===== src/rtl/cpu_pkg.sv =====
// Shared types and constants for the 8-bit breadboard CPU control path.
package cpu_pkg;

    localparam int unsigned CTRL_W = 16;
    localparam int unsigned STEP_W = 3;

    typedef logic [CTRL_W-1:0] ctrl_t;
    typedef logic [STEP_W-1:0] step_t;

    localparam step_t MAX_STEP = 3'd4;

    typedef enum logic [3:0] {
        OP_NOP = 4'b0000,
        OP_LDA = 4'b0001,
        OP_ADD = 4'b0010,
        OP_SUB = 4'b0011,
        OP_STA = 4'b0100,
        OP_LDI = 4'b0101,
        OP_JMP = 4'b0110,
        OP_JC  = 4'b0111,
        OP_JZ  = 4'b1000,
        OP_OUT = 4'b1110,
        OP_HLT = 4'b1111
    } opcode_t;

    localparam int unsigned CTRL_HLT = 15;
    localparam int unsigned CTRL_MI  = 14;
    localparam int unsigned CTRL_RI  = 13;
    localparam int unsigned CTRL_RO  = 12;
    localparam int unsigned CTRL_IO  = 11;
    localparam int unsigned CTRL_II  = 10;
    localparam int unsigned CTRL_AI  = 9;
    localparam int unsigned CTRL_AO  = 8;
    localparam int unsigned CTRL_EO  = 7;
    localparam int unsigned CTRL_SU  = 6;
    localparam int unsigned CTRL_BI  = 5;
    localparam int unsigned CTRL_OI  = 4;
    localparam int unsigned CTRL_CE  = 3;
    localparam int unsigned CTRL_CO  = 2;
    localparam int unsigned CTRL_J   = 1;
    localparam int unsigned CTRL_FI  = 0;

endpackage


===== src/rtl/microcode_rom.sv =====
// Combinational microcode: (step, opcode, flags) -> control word and last-step marker.
module microcode_rom
    import cpu_pkg::*;
(
    input  step_t       step_i,
    input  logic [3:0]  opcode_i,
    input  logic        carry_i,
    input  logic        zero_i,
    output ctrl_t       ctrl_o,
    output logic        last_o
);

    opcode_t op;
    assign op = opcode_t'(opcode_i);

    always_comb begin
        ctrl_o = '0;
        last_o = 1'b0;
        case (step_i)
            3'd0: begin
                ctrl_o[CTRL_CO] = 1'b1;
                ctrl_o[CTRL_MI] = 1'b1;
            end
            3'd1: begin
                ctrl_o[CTRL_RO] = 1'b1;
                ctrl_o[CTRL_II] = 1'b1;
                ctrl_o[CTRL_CE] = 1'b1;
            end
            3'd2: begin
                last_o = 1'b1;
                case (op)
                    OP_LDA, OP_ADD, OP_SUB, OP_STA: begin
                        ctrl_o[CTRL_MI] = 1'b1;
                        ctrl_o[CTRL_IO] = 1'b1;
                        last_o          = 1'b0;
                    end
                    OP_LDI: begin
                        ctrl_o[CTRL_IO] = 1'b1;
                        ctrl_o[CTRL_AI] = 1'b1;
                    end
                    OP_JMP: begin
                        ctrl_o[CTRL_IO] = 1'b1;
                        ctrl_o[CTRL_J]  = 1'b1;
                    end
                    // Conditional jumps only look at flags here, in T2.
                    OP_JC: begin
                        ctrl_o[CTRL_IO] = carry_i;
                        ctrl_o[CTRL_J]  = carry_i;
                    end
                    OP_JZ: begin
                        ctrl_o[CTRL_IO] = zero_i;
                        ctrl_o[CTRL_J]  = zero_i;
                    end
                    OP_OUT: begin
                        ctrl_o[CTRL_AO] = 1'b1;
                        ctrl_o[CTRL_OI] = 1'b1;
                    end
                    OP_HLT: ctrl_o[CTRL_HLT] = 1'b1;
                    default: ;
                endcase
            end
            3'd3: begin
                last_o = 1'b1;
                case (op)
                    OP_LDA: begin
                        ctrl_o[CTRL_RO] = 1'b1;
                        ctrl_o[CTRL_AI] = 1'b1;
                    end
                    OP_ADD, OP_SUB: begin
                        ctrl_o[CTRL_RO] = 1'b1;
                        ctrl_o[CTRL_BI] = 1'b1;
                        last_o          = 1'b0;
                    end
                    OP_STA: begin
                        ctrl_o[CTRL_RI] = 1'b1;
                        ctrl_o[CTRL_AO] = 1'b1;
                    end
                    default: ;
                endcase
            end
            3'd4: begin
                last_o = 1'b1;
                if (op == OP_ADD || op == OP_SUB) begin
                    ctrl_o[CTRL_EO] = 1'b1;
                    ctrl_o[CTRL_AI] = 1'b1;
                    ctrl_o[CTRL_FI] = 1'b1;
                    ctrl_o[CTRL_SU] = (op == OP_SUB);
                end
            end
            default: last_o = 1'b1;
        endcase
    end

endmodule


===== src/rtl/control_unit.sv =====
// Microstep sequencer: owns the step counter, the halted latch and the halt override on ctrl.
module control_unit
    import cpu_pkg::*;
(
    input  logic        clk,
    input  logic        rst,
    input  logic        step_en,
    input  logic [3:0]  opcode,
    input  logic        carry_flag,
    input  logic        zero_flag,
    output ctrl_t       ctrl,
    output step_t       step,
    output logic        halted
);

    step_t step_q, step_d;
    logic  halted_q, halted_d;
    ctrl_t rom_ctrl;
    logic  rom_last;

    microcode_rom u_rom (
        .step_i   (step_q),
        .opcode_i (opcode),
        .carry_i  (carry_flag),
        .zero_i   (zero_flag),
        .ctrl_o   (rom_ctrl),
        .last_o   (rom_last)
    );

    always_ff @(posedge clk) begin
        if (rst) begin
            step_q   <= '0;
            halted_q <= 1'b0;
        end else begin
            step_q   <= step_d;
            halted_q <= halted_d;
        end
    end

    // HLT freezes the counter at T2 instead of wrapping.
    always_comb begin
        step_d   = step_q;
        halted_d = halted_q;
        if (step_en && !halted_q) begin
            if (rom_ctrl[CTRL_HLT]) begin
                halted_d = 1'b1;
            end else if (rom_last || step_q >= MAX_STEP) begin
                step_d = '0;
            end else begin
                step_d = step_t'(step_q + 3'd1);
            end
        end
    end

    always_comb begin
        ctrl = rom_ctrl;
        if (halted_q) begin
            ctrl                = '0;
            ctrl[CTRL_HLT]      = 1'b1;
        end
    end

    assign step   = step_q;
    assign halted = halted_q;

endmodule


===== config.mk =====
export PLATFORM = sky130hd
export DESIGN_NAME = control_unit
export DESIGN_NICKNAME = d
export VERILOG_FILES = /design/src/rtl/cpu_pkg.sv /design/src/rtl/microcode_rom.sv /design/src/rtl/control_unit.sv
export SDC_FILE = /design/constraint.sdc
export NUM_CORES = 1
export LEC_CHECK = 0
export ABC_AREA = 0
export BUFFER_PORTS_ARGS = -buffer_cell sky130_fd_sc_hd__buf_2
export CAP_MARGIN = 15
export CORE_MARGIN = 5
export CORE_UTILIZATION = 43
export CTS_BUF_LIST = sky130_fd_sc_hd__clkbuf_16
export DETAILED_ROUTE_END_ITERATION = 8
export MAX_ROUTING_LAYER = met4
export PLACE_DENSITY = 0.77
export SLEW_MARGIN = 40
export SYNTH_ARGS = -nofsm -noshare
export SYNTH_HDL_FRONTEND = slang
export SYNTH_SLANG_ARGS = --single-unit
export TNS_END_PERCENT = 1

===== constraint.sdc =====
create_clock -name clk -period 2.3 [get_ports clk]
set_input_delay 0.23 -clock clk [delete_from_list [all_inputs] [get_ports clk]]
set_output_delay 0.23 -clock clk [all_outputs]
set_load 0.03 [all_outputs]

==> impl_metrics.yaml, run 1 <==
global_route:
  globalRouteOverflowTotal: 0
  antenna_violations_before_repair: 0
  grt_first_pass_wirelength_um: 2460
  global_route.usage.total_pct: 16.2
  grt_start_max_net_pins: 12
  grt_pass1_vias: 604
worst_setup_path:
  rrSetupSlack_ns: 0.51
  worst_setup_path_startpoint: "step[0]"
  timing.rr.end: "step[0]"
  cp_depth: 7
  critPathRequiredTime_ns: 2.07
  cp_num_buf_inv: 2
  depth_of_the_worst_register_to_register_path: 6
  worst_setup_path_start_kind: "flip-flop"
  critical_path_peak_fanout: 6
  cp.arrival_ns: 1.94
  reg_to_reg_critical_path_startpoint: "step[2]"
  critical_path.endpoint: "ctrl[9]"
  timing_worst_setup_path_type: "flip-flop to output pin"
  max_stage_delay_ns: 0.40
  worst_setup_path_end_kind: "output pin"
  cpMaxStageDelayCell: "dfxtp_1"
  timing.critical_path.cells: "inv_1, ha_1, nor2b_4, mux2_2, a22oi_1, a2111oi_4, buf_2"
  critPathTopFamily: "flip-flops"
hold_path:
  hold_class: "primary input to flip-flop"
die:
  die_y_um: 46.2
  die_area_um2: 2130
  core_um2: 1270
  initial_utilization_pct: 44.4
  io-pin-count: 29
  die_w_um: 46.2
  row_count: 13
synthesis:
  synth_compound_area_share_pct: 27.8
  largest_family_of_logic_cells_by_synthesized_area: "simple AND/OR/NAND/NOR gates"
  synth_seq_area_share_pct: 14.2
  synth_seq_cells: 4
  synth-edff-count: 0
  basic_gate_share_of_the_synthesized_area_counting_and_or_nand_and_nor_cells_pct: 36.0
  asyncSetResetFlopFracSynth_pct: 0
  synth-adder-area-share_pct: 11.1
  mappedNetlistNets: 85
  synth_area_um2: 563
  synth_cells: 71
  fraction_of_synthesized_cell_area_in_xor_and_xnor_cells_pct: 0
  synth_cell_type_count: 37
  fraction_of_synthesized_area_in_multiplexers_pct: 2.00
  avg_synthesized_cell_area_um2: 7.93
  ys.warnings.count: 0
  ys_dominant_reg_cell: "dfxtp_1"
sta:
  timing.setup.tns_ns: 0
  rsz_0062_raised_after_global_routing: "false"
  final-hold-violation-count: 0
  relSlewSlack_pct: 66.0
  min_period_ns: 2.17
  clock.fmax_ghz: 0.462
  timing.final.ws_setup_ns: 0.134
  report.final.setup_viol: 0
  clock-skew-final_ns: 0.000209
  tightestPinTransition_ns: 0.505
  post_route_fraction_of_the_period_consumed_by_the_critical_path_pct: 94.2
  holdWs_ns: 0.256
  final_max_slew_viol_count: 0
final_layout:
  antennaDiodeCount: 0
  nNetsFinal: 115
  area_delta_synth_final_pct: 43.1
  mostFrequentLayoutCell: "buf_2"
  finish.instance_area_um2: 806
  instances_no_fill: 114
  layout.cells.most_common_list: "28 x buf_2, 8 x inv_1, 8 x nor2_1"
  drive_gt1_share_pct: 43.4
drt:
  via_density: 5.32
  drt_iter0_markers: 7
  detail_route.drc_violations: 0
  detailedRoute.firstPassIterationCount: 2
  route.detailed.wl_per_inst_um: 12.9
  wirelength_um: 1470
  detailed_route_via_count: 607
  ant_nets: 0
power_and_ir_drop:
  switchingPower_w: 0.000174
  intPower_w: 0.000367
  sw_frac_of_total_pct: 32.1
  share_seq_of_total_power_pct: 15.5
  static-leakage-power_nw: 0.381
  power_per_cell_area_nw_per_um2: 671
  clock_power_share_pct: 49.3
  power_frac_comb_pct: 35.2
  vdd.ir_drop.worst_uv: 520
clocking:
  insertion_delay_ns: 0.22
  cts_made_buffers: 3
  cts.clk_slew.worst_paths_ns: 0.03
  cts_hold_repair.buffers: 0
  postCtsSetupBuffers: 0
  clock-root-buffer: "clkbuf_16"
  cts.path.max_buffers: 2
  clock_tree.htree_level_count: 1
  cts_sink_cnt: 4
  tritoncts: "built"
placement:
  detailedPlace.worstSlack_ns: 0.218
  dp_cells: 111
  placed_area_um2: 721
  globalplace.congestion: 0.797
  post-dp-hpwl_um: 1220
  buffer_ports.inserted: 28
outcome:
  status: "complete, no violations"
job:
  max_cap_viol_count: 0
cells in the mapped netlist (2+ instances only):
cell type | number | area, um^2
a21oi_1 | 2 | 10.0
and2_1 | 3 | 18.8
and3_1 | 2 | 12.5
buf_4 | 2 | 15.0
dfxtp_1 | 4 | 80.1
ha_1 | 5 | 62.6
inv_1 | 8 | 30.0
nand2_1 | 4 | 15.0
nor2_1 | 8 | 30.0
nor3b_1 | 2 | 15.0
o21ai_0 | 3 | 15.0
o2bb2ai_1 | 2 | 17.5
or2_1 | 2 | 12.5
final cells by class:
| cell class | instances | area (um^2) |
|---|---|---|
| Fill cell | 126 | 463 |
| Multi-Input combinational cell | 56 | 462 |
| Timing Repair Buffer | 28 | 140 |
| Sequential cell | 4 | 80.1 |
| Clock buffer | 3 | 75.1 |
| Inverter | 8 | 30.0 |
| Tap cell | 15 | 18.8 |
cells by family (layout without fill, tap and decap cells):
logic type      Yosys count  after routing
simple gates             34             34
flops                     4              4
compound gates           16             16
fa+ha+maj                 5              5
buf+inv                  11             39
mux                       1              1
power by group through the flow:
stage	combinational [W]	clock [W]	sequential [W]
3_5_place_dp	0.000190	0	0.0000840
5_1_grt	0.000208	0.000279	0.0000851
4_1_cts	0.000190	0.000272	0.0000836
3_3_place_gp	0.000187	0	0.0000831
6_report	0.000190	0.000266	0.0000836
2_1_floorplan	0.000131	0	0.0000939
through the flow:
| step | total power [W] | util [%] |
|---|---|---|
| 6_report | 0.000540 | 63.5 |
| 5_1_grt | 0.000573 | 63.5 |
| 4_1_cts | 0.000546 | 62.7 |
| 3_5_place_dp | 0.000274 | 56.8 |
| 3_3_place_gp | 0.000270 | 56.8 |
| 2_1_floorplan | 0.000225 | - |
worst min path at each step:
| stage | startpoint | end | slack, ns | cells past startpoint |
|---|---|---|---|---|
| finish | rst | halted | 0.26 | 2 |
| global route | rst | halted | 0.28 | 2 |
| CTS | rst | halted | 0.26 | 2 |
| detailed placement | rst | halted | 0.49 | 2 |
| global placement | rst | halted | 0.48 | 2 |
| floorplan | rst | halted | 0.30 | 1 |
layer usage:
metal  part of all wire, %  track usage, %
met1                    44            18.1
met3                   6.5            1.56
met4                     0            8.52
met5                     0               -
met2                    49            27.7
timing repair:
action                                  in CTS  in global routing
endpoints found under the setup margin       0                  1
endpoints found under the hold margin        0                  0
gates resized for setup                      0                  3
flip-flops by register name (all words and copies together) (netlist names):
name and count:
halted 1, step 3
Note: power is estimated with default switching activity, not from simulation.
==> run 2, diff against run 1 <==
--- a/config.mk
+++ b/config.mk
@@ -9,11 +9,13 @@
 export BUFFER_PORTS_ARGS = -buffer_cell sky130_fd_sc_hd__buf_2
 export CAP_MARGIN = 15
 export CORE_MARGIN = 5
-export CORE_UTILIZATION = 43
+export CORE_UTILIZATION = 30
 export CTS_BUF_LIST = sky130_fd_sc_hd__clkbuf_16
+export CTS_CLUSTER_SIZE = 20
 export DETAILED_ROUTE_END_ITERATION = 8
 export MAX_ROUTING_LAYER = met4
-export PLACE_DENSITY = 0.77
+export PLACE_DENSITY = 0.58
+export SETUP_SLACK_MARGIN = 0.4
 export SLEW_MARGIN = 40
 export SYNTH_ARGS = -nofsm -noshare
 export SYNTH_HDL_FRONTEND = slang
==> run 2 against run 1 <==
  * Fmax increased by 16%
  * Count of clock-buffer cells in the layout unchanged
  * Via count rose by 4.9%
  * Worst hold slack got worse by 0.0064 ns
  * Final cell count rose by 12%
  * Setup slack improved by 0.30 ns
  * Die area rose by 33%
  * Power increased by 6.5%
  * First-iteration DRC count is 29% lower
  * Non-clock buffer count grew 4
  * Wire length rose by 17%
==> impl_metrics.yaml, run 2 (same netlist as run 1, synthesis figures left out) <==
outcome:
  status: "complete, no violations"
sta:
  timing.final.ws_setup_ns: 0.432
  clock.fmax_ghz: 0.535
  holdWs_ns: 0.249
  final-hold-violation-count: 0
  timing.setup.tns_ns: 0
  relSlewSlack_pct: 66.9
  clock-skew-final_ns: 0.00323
  post_route_fraction_of_the_period_consumed_by_the_critical_path_pct: 81.2
  final_max_slew_viol_count: 0
  tightestPinTransition_ns: 0.489
  min_period_ns: 1.87
  report.final.setup_viol: 0
  rsz_0062_raised_after_global_routing: "true"
final_layout:
  mostFrequentLayoutCell: "buf_2"
  area_delta_synth_final_pct: 65.1
  sequential_cell_area_in_the_final_layout_um2: 88.8
  nNetsFinal: 119
  antennaDiodeCount: 0
  area_occupied_by_multi_input_gates_um2: 529
  fillers: 181
  drive_gt1_share_pct: 58.3
  layout.cells.most_common_list: "27 x buf_2, 7 x inv_1, 7 x nor2_1, 5 x buf_4"
  largest_register_ff_count: 3
die:
  die_w_um: 53.3
  row_count: 15
  io-pin-count: 29
  die_y_um: 53.3
  die_area_um2: 2840
  core_um2: 1760
  initial_utilization_pct: 31.9
global_route:
  globalRouteOverflowTotal: 0
  grt_pass1_vias: 578
  grt_first_pass_wirelength_um: 2510
  global_route.usage.total_pct: 12.5
  antenna_violations_before_repair: 0
  grt_start_max_net_pins: 12
clocking:
  cts.path.max_buffers: 2
  clock_tree.htree_level_count: 1
  insertion_delay_ns: 0.23
  cts_made_buffers: 3
  tritoncts: "built"
  cts_sink_cnt: 4
  clock-root-buffer: "clkbuf_16"
  cts.clk_slew.worst_paths_ns: 0.03
  cts_hold_repair.buffers: 0
placement:
  detailedPlace.worstSlack_ns: 0.227
  globalplace.congestion: 0.742
  post-dp-hpwl_um: 1230
  buffer_ports.inserted: 28
worst_setup_path:
  cp_num_buf_inv: 2
  critPathRequiredTime_ns: 2.07
  worst_setup_path_start_kind: "flip-flop"
  max_stage_delay_ns: 0.38
  timing_worst_setup_path_type: "flip-flop to output pin"
  critical_path_peak_fanout: 6
  timing.critical_path.cells: "inv_4, ha_4, nor2b_4, mux2_4, a22oi_2, a2111oi_4, buf_4"
  cp.arrival_ns: 1.64
  cpMaxStageDelayCell: "dfxtp_4"
  worst_setup_path_end_kind: "output pin"
  critPathTopFamily: "flip-flops"
power_and_ir_drop:
  vdd.ir_drop.worst_uv: 485
  total_power_w: 0.000576
  power_per_cell_area_nw_per_um2: 619
  static-leakage-power_nw: 0.408
drt:
  ant_nets: 0
  detailed_route_via_count: 637
  detail_route.drc_violations: 0
  drt_iter0_markers: 5
  via_density: 4.98
  route.detailed.wl_per_inst_um: 13.5
  detailedRoute.firstPassIterationCount: 4
  wirelength_um: 1720
job:
  max_cap_viol_count: 0
hold_path:
  hold_class: "primary input to flip-flop"
[run 2: final timing paths]
| check | start | end | slack [ns] | cells past startpoint |
|---|---|---|---|---|
| setup / recovery | step[0] | ctrl[9] | 0.43 | 7 |
| hold / removal | rst | halted | 0.25 | 2 |
| setup reg to reg | step[0] | step[0] | 0.56 | 7 |
| hold reg to reg | step[0] | step[0] | 0.53 | 1 |
[run 2: area by class of cell]
cell class	instances	share of cell area, %
Inverter	8	3.50
Sequential cell	4	9.56
Multi-Input combinational cell	56	56.9
Timing Repair Buffer	32	18.6
Tap cell	25	3.36
Clock buffer	3	8.08
[run 2: per-stage QoR]
stage | instance area, um^2 | util, % | instances
floorplan | 598 | - | 71
global placement | 749 | 42.5 | 121
detailed placement | 749 | 42.5 | 121
CTS | 875 | 49.6 | 125
global route | 930 | 52.7 | 128
finish | 930 | 52.7 | 128
[run 2: report_power, final]
part,total (W),switching (W),internal (W)
combinational,0.000215,0.000132,0.0000828
clock,0.000272,0.0000495,0.000222
sequential,0.0000888,0.0000125,0.0000763
total,0.000576,0.000194,0.000381
[run 2: layer usage]
| layer | share of wire (%) | GRT usage [%] | up-vias |
|---|---|---|---|
| met4 | 4.6 | 8.94 | 0 |
| met5 | 0 | - | - |
| met3 | 6.1 | 1.97 | 8 |
| li1 | - | - | 322 |
| met2 | 45 | 18.0 | 26 |
| met1 | 44 | 15.6 | 281 |
[run 2: repair_timing]
item | 4_1_cts | 5_1_grt
pin swaps | 1 | 1
buffers inserted | 1 | 3
gates resized for setup | 14 | 8
endpoints found under the hold margin | 0 | 0
setup endpoints to repair | 3 | 2
